--- src/rtl/cache_mem_arbiter_pkg.sv ---
// Shared types and constants for the cache-to-memory arbiter.
//   ramstate_t  : RAM status encoding seen on the ramstate input
//   arb_state_t : grant FSM states
//   word_t      : default memory word
//   BAD_WORD    : load value returned on RAM error or timeout
package cache_mem_pkg;

    typedef enum logic [1:0] {
        FREE   = 2'd0,
        BUSY   = 2'd1,
        ACCESS = 2'd2,
        ERROR  = 2'd3
    } ramstate_t;

    typedef enum logic [1:0] {
        IDLE   = 2'd0,
        DGRANT = 2'd1,
        IGRANT = 2'd2
    } arb_state_t;

    localparam int WORD_W = 32;
    typedef logic [WORD_W-1:0] word_t;

    localparam word_t BAD_WORD = 32'hBAD1BAD1;

endpackage

--- src/rtl/cache_mem_arbiter_if.sv ---
// Bus bundle between the caches, the arbiter and the RAM model.
//   Cache side : iREN/iaddr, dREN/dWEN/daddr/dstore requests;
//                iwait/iload, dwait/dload completions.
//   RAM side   : ramREN/ramWEN/ramaddr/ramstore strobes, ramload/ramstate.
//   err        : sticky error flag from the arbiter.
// Modports: slave = arbiter, master = caches + RAM (or a testbench).
interface cache_mem_arbiter_if #(
    parameter int ADDR_W = 32,
    parameter int DATA_W = 32
);
    logic              iREN;
    logic [ADDR_W-1:0] iaddr;
    logic              dREN;
    logic              dWEN;
    logic [ADDR_W-1:0] daddr;
    logic [DATA_W-1:0] dstore;
    logic              iwait;
    logic              dwait;
    logic [DATA_W-1:0] iload;
    logic [DATA_W-1:0] dload;
    logic              ramREN;
    logic              ramWEN;
    logic [ADDR_W-1:0] ramaddr;
    logic [DATA_W-1:0] ramstore;
    logic [DATA_W-1:0] ramload;
    logic [1:0]        ramstate;
    logic              err;

    modport slave (
        input  iREN, iaddr, dREN, dWEN, daddr, dstore, ramload, ramstate,
        output iwait, dwait, iload, dload, ramREN, ramWEN, ramaddr, ramstore, err
    );

    modport master (
        output iREN, iaddr, dREN, dWEN, daddr, dstore, ramload, ramstate,
        input  iwait, dwait, iload, dload, ramREN, ramWEN, ramaddr, ramstore, err
    );
endinterface

--- src/rtl/cache_mem_arbiter.sv ---
// Arbitrates instruction- and data-cache requests onto one RAM port.
// Ports:
//   CLK  : clock, rising edge
//   RST  : asynchronous active-high reset
//   bus  : cache_mem_arbiter_if.slave (requests, completions, RAM port, err)
// Data has priority; an instruction request that has watched ISTARVE
// consecutive data grants wins the next arbitration. Each grant ends on
// ACCESS, ERROR, timeout or withdrawal of the request, always via IDLE.
module cache_mem_arbiter #(
    parameter int ADDR_W   = 32,
    parameter int DATA_W   = 32,
    parameter int TIMEOUT  = 64,
    parameter int ISTARVE  = 4,
    parameter logic [DATA_W-1:0] BAD_WORD = cache_mem_pkg::BAD_WORD
) (
    input logic               CLK,
    input logic               RST,
    cache_mem_arbiter_if.slave bus
);
    import cache_mem_pkg::*;

    localparam int TMO_W  = $clog2(TIMEOUT) + 1;
    localparam int SCNT_W = $clog2(ISTARVE + 1) + 1;

    arb_state_t        state, state_nxt;
    logic [SCNT_W-1:0] starve_cnt, starve_nxt;
    logic [TMO_W-1:0]  tmo_cnt, tmo_nxt;
    logic              err_q, err_nxt;
    logic [DATA_W-1:0] iload_q, iload_nxt, dload_q, dload_nxt;
    logic              iwait_c, dwait_c, ramren_c, ramwen_c;
    logic [ADDR_W-1:0] ramaddr_c;
    logic [DATA_W-1:0] ramstore_c;
    ramstate_t         rs;
    logic              dreq, done_ok, done_bad, istarved;

    function automatic logic [SCNT_W-1:0] starve_inc(input logic [SCNT_W-1:0] c);
        return (c == SCNT_W'(ISTARVE)) ? c : c + 1'b1;
    endfunction

    assign rs       = ramstate_t'(bus.ramstate);
    assign dreq     = bus.dREN | bus.dWEN;
    assign done_ok  = (rs == ACCESS);
    // ACCESS outranks a timeout landing in the same cycle.
    assign done_bad = !done_ok && ((rs == ERROR) || (tmo_cnt == TMO_W'(TIMEOUT - 1)));
    assign istarved = bus.iREN && (starve_cnt == SCNT_W'(ISTARVE));

    always_comb begin
        state_nxt  = state;
        starve_nxt = starve_cnt;
        tmo_nxt    = '0;
        err_nxt    = err_q;
        iload_nxt  = iload_q;
        dload_nxt  = dload_q;
        iwait_c    = 1'b1;
        dwait_c    = 1'b1;
        ramren_c   = 1'b0;
        ramwen_c   = 1'b0;
        ramaddr_c  = '0;
        ramstore_c = '0;

        case (state)
            IDLE: begin
                if (dreq && !istarved) begin
                    state_nxt  = DGRANT;
                    starve_nxt = bus.iREN ? starve_inc(starve_cnt) : '0;
                end else if (bus.iREN) begin
                    state_nxt  = IGRANT;
                    starve_nxt = '0;
                end
            end
            DGRANT: begin
                ramaddr_c  = bus.daddr;
                ramstore_c = bus.dstore;
                ramwen_c   = bus.dWEN;
                ramren_c   = bus.dREN & ~bus.dWEN;
                if (!dreq) begin
                    state_nxt = IDLE;
                end else if (done_ok) begin
                    dwait_c   = 1'b0;
                    dload_nxt = bus.ramload;
                    state_nxt = IDLE;
                end else if (done_bad) begin
                    dwait_c   = 1'b0;
                    dload_nxt = BAD_WORD;
                    err_nxt   = 1'b1;
                    state_nxt = IDLE;
                end else begin
                    tmo_nxt = tmo_cnt + 1'b1;
                end
            end
            IGRANT: begin
                ramaddr_c = bus.iaddr;
                // Follows iREN so a withdrawn request drops the strobe at once.
                ramren_c  = bus.iREN;
                if (!bus.iREN) begin
                    state_nxt = IDLE;
                end else if (done_ok) begin
                    iwait_c   = 1'b0;
                    iload_nxt = bus.ramload;
                    state_nxt = IDLE;
                end else if (done_bad) begin
                    iwait_c   = 1'b0;
                    iload_nxt = BAD_WORD;
                    err_nxt   = 1'b1;
                    state_nxt = IDLE;
                end else begin
                    tmo_nxt = tmo_cnt + 1'b1;
                end
            end
            default: state_nxt = IDLE;
        endcase

        if (!bus.iREN) begin
            starve_nxt = '0;
        end
    end

    always_ff @(posedge CLK or posedge RST) begin
        if (RST) begin
            state      <= IDLE;
            starve_cnt <= '0;
            tmo_cnt    <= '0;
            err_q      <= 1'b0;
            iload_q    <= '0;
            dload_q    <= '0;
        end else begin
            state      <= state_nxt;
            starve_cnt <= starve_nxt;
            tmo_cnt    <= tmo_nxt;
            err_q      <= err_nxt;
            iload_q    <= iload_nxt;
            dload_q    <= dload_nxt;
        end
    end

    // Load outputs show the completing word in the pulse cycle, else hold.
    assign bus.iwait    = iwait_c;
    assign bus.dwait    = dwait_c;
    assign bus.iload    = iload_nxt;
    assign bus.dload    = dload_nxt;
    assign bus.ramREN   = ramren_c;
    assign bus.ramWEN   = ramwen_c;
    assign bus.ramaddr  = ramaddr_c;
    assign bus.ramstore = ramstore_c;
    assign bus.err      = err_q;

endmodule

--- src/flat_wrapper.sv ---
// flat-port wrapper written by rule: the top's interface ports become plain ports
module cache_mem_arbiter_flat import cache_mem_pkg::*;
#(
    parameter int ADDR_W   = 32,
    parameter int DATA_W   = 32,
    parameter int TIMEOUT  = 64,
    parameter int ISTARVE  = 4,
    parameter logic [DATA_W-1:0] BAD_WORD = cache_mem_pkg::BAD_WORD
)
  (CLK, RST, bus_iREN, bus_iaddr, bus_dREN, bus_dWEN, bus_daddr, bus_dstore, bus_ramload, bus_ramstate, bus_iwait, bus_dwait, bus_iload, bus_dload, bus_ramREN, bus_ramWEN, bus_ramaddr, bus_ramstore, bus_err);
  cache_mem_arbiter_if #(.ADDR_W(ADDR_W), .DATA_W(DATA_W)) bus_i ();
  input logic CLK;
  input logic RST;
  input wire logic [$bits(bus_i.iREN)-1:0] bus_iREN;
  input wire logic [$bits(bus_i.iaddr)-1:0] bus_iaddr;
  input wire logic [$bits(bus_i.dREN)-1:0] bus_dREN;
  input wire logic [$bits(bus_i.dWEN)-1:0] bus_dWEN;
  input wire logic [$bits(bus_i.daddr)-1:0] bus_daddr;
  input wire logic [$bits(bus_i.dstore)-1:0] bus_dstore;
  input wire logic [$bits(bus_i.ramload)-1:0] bus_ramload;
  input wire logic [$bits(bus_i.ramstate)-1:0] bus_ramstate;
  output wire logic [$bits(bus_i.iwait)-1:0] bus_iwait;
  output wire logic [$bits(bus_i.dwait)-1:0] bus_dwait;
  output wire logic [$bits(bus_i.iload)-1:0] bus_iload;
  output wire logic [$bits(bus_i.dload)-1:0] bus_dload;
  output wire logic [$bits(bus_i.ramREN)-1:0] bus_ramREN;
  output wire logic [$bits(bus_i.ramWEN)-1:0] bus_ramWEN;
  output wire logic [$bits(bus_i.ramaddr)-1:0] bus_ramaddr;
  output wire logic [$bits(bus_i.ramstore)-1:0] bus_ramstore;
  output wire logic [$bits(bus_i.err)-1:0] bus_err;
  assign bus_i.iREN = bus_iREN;
  assign bus_i.iaddr = bus_iaddr;
  assign bus_i.dREN = bus_dREN;
  assign bus_i.dWEN = bus_dWEN;
  assign bus_i.daddr = bus_daddr;
  assign bus_i.dstore = bus_dstore;
  assign bus_i.ramload = bus_ramload;
  assign bus_i.ramstate = bus_ramstate;
  assign bus_iwait = bus_i.iwait;
  assign bus_dwait = bus_i.dwait;
  assign bus_iload = bus_i.iload;
  assign bus_dload = bus_i.dload;
  assign bus_ramREN = bus_i.ramREN;
  assign bus_ramWEN = bus_i.ramWEN;
  assign bus_ramaddr = bus_i.ramaddr;
  assign bus_ramstore = bus_i.ramstore;
  assign bus_err = bus_i.err;
  cache_mem_arbiter #(.ADDR_W(ADDR_W), .DATA_W(DATA_W), .TIMEOUT(TIMEOUT), .ISTARVE(ISTARVE), .BAD_WORD(BAD_WORD)) u_core (.CLK(CLK), .RST(RST), .bus(bus_i));
endmodule
--- config.mk ---
export PLATFORM = sky130hd
export DESIGN_NAME = cache_mem_arbiter_flat
export DESIGN_NICKNAME = d
export VERILOG_FILES = /design/src/rtl/cache_mem_arbiter_pkg.sv /design/src/rtl/cache_mem_arbiter_if.sv /design/src/rtl/cache_mem_arbiter.sv /design/src/flat_wrapper.sv
export SDC_FILE = /design/constraint.sdc
export NUM_CORES = 1
export LEC_CHECK = 0
export ABC_CLOCK_PERIOD_IN_PS = 5200
export CAP_MARGIN = 20
export CORE_MARGIN = 2
export CORE_UTILIZATION = 42
export DETAILED_ROUTE_END_ITERATION = 10
export PLACE_DENSITY = 0.91
export REMOVE_ABC_BUFFERS = 1
export SYNTH_ARGS = -nofsm -noshare
export SYNTH_HDL_FRONTEND = slang
export SYNTH_SLANG_ARGS = --single-unit
--- constraint.sdc ---
create_clock -name CLK -period 5.2 [get_ports CLK]
set_input_delay 1.04 -clock CLK [delete_from_list [all_inputs] [get_ports CLK]]
set_output_delay 1.04 -clock CLK [all_outputs]
set_load 0.05 [all_outputs]
==> impl_metrics.py <==
metrics = {
    "outcome": {
        "run_status": "complete, no violations",
    },
    "logic_synthesis": {
        "leading_post_synthesis_cells_by_cell_area": "dfrtp_1 (41%), mux2i_1 (13%), inv_1 (5.7%)",
        "synthArstFlopShare_pct": 100.0,
        "synth_enable_flop_cells": 0,
        "post-synth-top-count-cell": "dfrtp_1",
        "syn_avg_cell_area_um2": 9.390,
        "yosysTopAreaCellShare_pct": 40.68,
        "netlist_top_cells_count": "dfrtp_1 (78), inv_1 (73), mux2i_1 (64), a21oi_1 (37)",
        "synthesis.area_um2": 4798,
        "synth-seq-cells": 78,
        "synth_seq_area_share_pct": 40.68,
        "post_synth_inst_count": 511,
        "synth_ff_type": "dfrtp_1",
        "synth_largest_area_cell": "dfrtp_1",
        "yosys_warnings": 0,
        "synth_cell_types": 48,
    },
    "floorplan": {
        "die_w_um": 110.9,
        "die_h_um": 110.9,
        "floorplan.die_area_um2": 12300,
        "fp.coreArea_um2": 11270,
        "io_pins": 268,
        "initial_core_util_pct": 42.57,
        "floorplan.rows": 39,
    },
    "final_layout": {
        "antenna_cells_inserted": 0,
        "stdcell_area_um2": 7833,
        "final_util_pct": 69.49,
        "final_layout_size_suffix_gt1_share_pct": 6.667,
        "design.final.nets": 902,
        "syn2layout_area_growth_pct": 63.23,
        "post_layout_nonfiller_instances": 908,
    },
    "global_routing": {
        "gr-total-overflow": 0,
        "grt_pass1_wl_um": 25570,
        "grt_pass1_vias": 4794,
        "antenna_violations_before_repair": 0,
        "pin_count_of_the_biggest_net_entering_global_routing": 70,
        "global_route_usage_over_all_layers_pct": 25.61,
    },
    "timing": {
        "final.min_clock_period_ns": 4.764,
        "fin_skew_ns": 0.005041,
        "report.final.setup_viol": 0,
        "setup_tns_ns": 0,
        "grt_setup_unrepaired": "false",
        "setup_ws_ns": 0.4363,
        "fmaxAchievable_mhz": 209.9,
        "relSlewSlack_pct": 28.71,
        "worst_pin_slew_ns": 1.068,
        "timing.hold.ws_ns": 0.4651,
        "min_period_over_period_pct": 91.61,
        "hold_violations": 0,
        "maxSlewViolCount": 0,
    },
    "route": {
        "routed-via-count": 4675,
        "antenna_violating_nets_post_route": 0,
        "first_iter_violations": 340,
        "wl_um": 15820,
        "wire_per_inst_um": 17.42,
        "drt_pre_antenna_iters": 5,
        "viasPerCell": 5.149,
        "drcViolationCount": 0,
    },
    "clock_tree": {
        "cts_resized": 0,
        "clockBufferDepth": 2,
        "worst_skew_pair.late_latency_ns": 0.33,
        "tritoncts_num_sinks": 78,
        "cts.clk_slew.worst_paths_ns": 0.06,
        "cts_made_buffers": 9,
        "root_buffer": "clkbuf_16",
        "cts_post_setup_buffers_inserted": 0,
        "tritoncts": "yes",
        "cts_hold_buffers": 0,
        "cts-htree-levels": 3,
    },
    "pwr": {
        "design_power_total_mw": 4.446,
        "power.leakage_nw": 3.299,
        "power-per-cell-area_nw_per_um2": 567.6,
        "worst_ir_drop_vdd_uv": 356.1,
    },
    "placement": {
        "detailed_place_hpwl_um": 11950,
        "place_worst_setup_slack_ns": 0.4126,
        "cell_count_after_placement": 892,
        "placed_cell_area_um2": 7492,
        "port_buffers": 267,
        "gpl.final_weighted_congestion": 0.8327,
    },
    "critical_path": {
        "worst-endpoint-arrival_ns": 3.72,
        "crit_path_end_kind": "output port",
        "critical_path_buf_inv_count": 2,
        "crit_family": "buffers and inverters",
        "delay_of_the_slowest_cell_on_the_worst_path_ns": 0.88,
        "crit_path_frequent_cell": "clkdlybuf4s50_1",
        "timing.critical_path.fanout_max": 36,
        "critical_path_class": "input port to output port",
        "cp-start-kind": "input port",
        "required_ns": 4.16,
        "critical_path.cell_chain": "clkdlybuf4s50_1, a21oi_4, a21oi_1, clkdlybuf4s50_1",
        "worst_path_slowest_cell": "a21oi_4",
    },
    "min_path": {
        "hold_path.class": "flop to flop",
    },
    "flow_run": {
        "max_cap_violations": 0,
    },
}
## kinds of logic after synthesis
group,after synthesis,share of synthesized area (%)
fa+ha+maj,7,1.825
mux,65,13.59
flops,78,40.68
compound gates,115,15.02
xor+xnor,3,0.5477
buf+inv,111,11.03
simple gates,132,17.31
## power breakdown
part / switching (mW) / internal [mW] / leakage, nW / total (mW)
sequential: 0.0969 / 0.773 / 0.937 / 0.870
combinational: 1.91 / 0.959 / 2.20 / 2.87
clock: 0.237 / 0.471 / 0.164 / 0.708
total: 2.24 / 2.20 / 3.30 / 4.45
## layer usage
metal	GRT usage [%]	vias to the layer above	share of wire (%)
li1	-	2231	-
met1	33.04	2239	42
met2	42.49	186	49
met3	7.654	19	8.2
met4	6.167	0	1.4
met5	0	-	0
## layout by cell type (no fill, tap or decap), types with 6 or more instances in the layout
master and instances:
a21oi_1 37, a22oi_1 32, and2_1 33, and3b_1 14
buf_4 7, clkbuf_16 9, clkdlybuf4s50_1 267, dfrtp_1 78
ha_1 6, inv_1 72, mux2i_1 64, nand2_1 7
nor2_1 34, o21ai_0 29, or3b_1 6, or3b_2 14
## registers in the layout, summed over array words and instances, names as in the netlist
register,cells
u_core.bus.err,1
u_core.dload_q,32
u_core.iload_q,32
u_core.starve_cnt,4
u_core.state,2
u_core.tmo_cnt,7
## final cells by class
| type | count | area [um2] |
|---|---|---|
| Clock buffer | 11 | 232.7 |
| Sequential cell | 78 | 1952 |
| Timing Repair Buffer | 276 | 2765 |
| Fill cell | 824 | 3440 |
| Inverter | 73 | 274.0 |
| Tap cell | 143 | 178.9 |
| Multi-Input combinational cell | 322 | 2322 |
| Clock inverter | 5 | 107.6 |
## path summary, 6_finish.rpt
| kind | startpoint | endpoint | slack (ns) | cells after the start |
|---|---|---|---|---|
| min in group asynchronous | RST | u_core.iload_q[27] | 1.26 | 2 |
| setup / recovery | bus_ramstate[1] | bus_dload[29] | 0.44 | 4 |
| hold reg to reg | u_core.bus.err | u_core.bus.err | 0.47 | 1 |
| hold / removal | u_core.bus.err | u_core.bus.err | 0.47 | 1 |
| setup reg to reg | u_core.state[1] | u_core.tmo_cnt[5] | 2.97 | 6 |
| max in group asynchronous | RST | u_core.iload_q[23] | 2.93 | 3 |
Note: power is estimated with default switching activity, not from simulation.
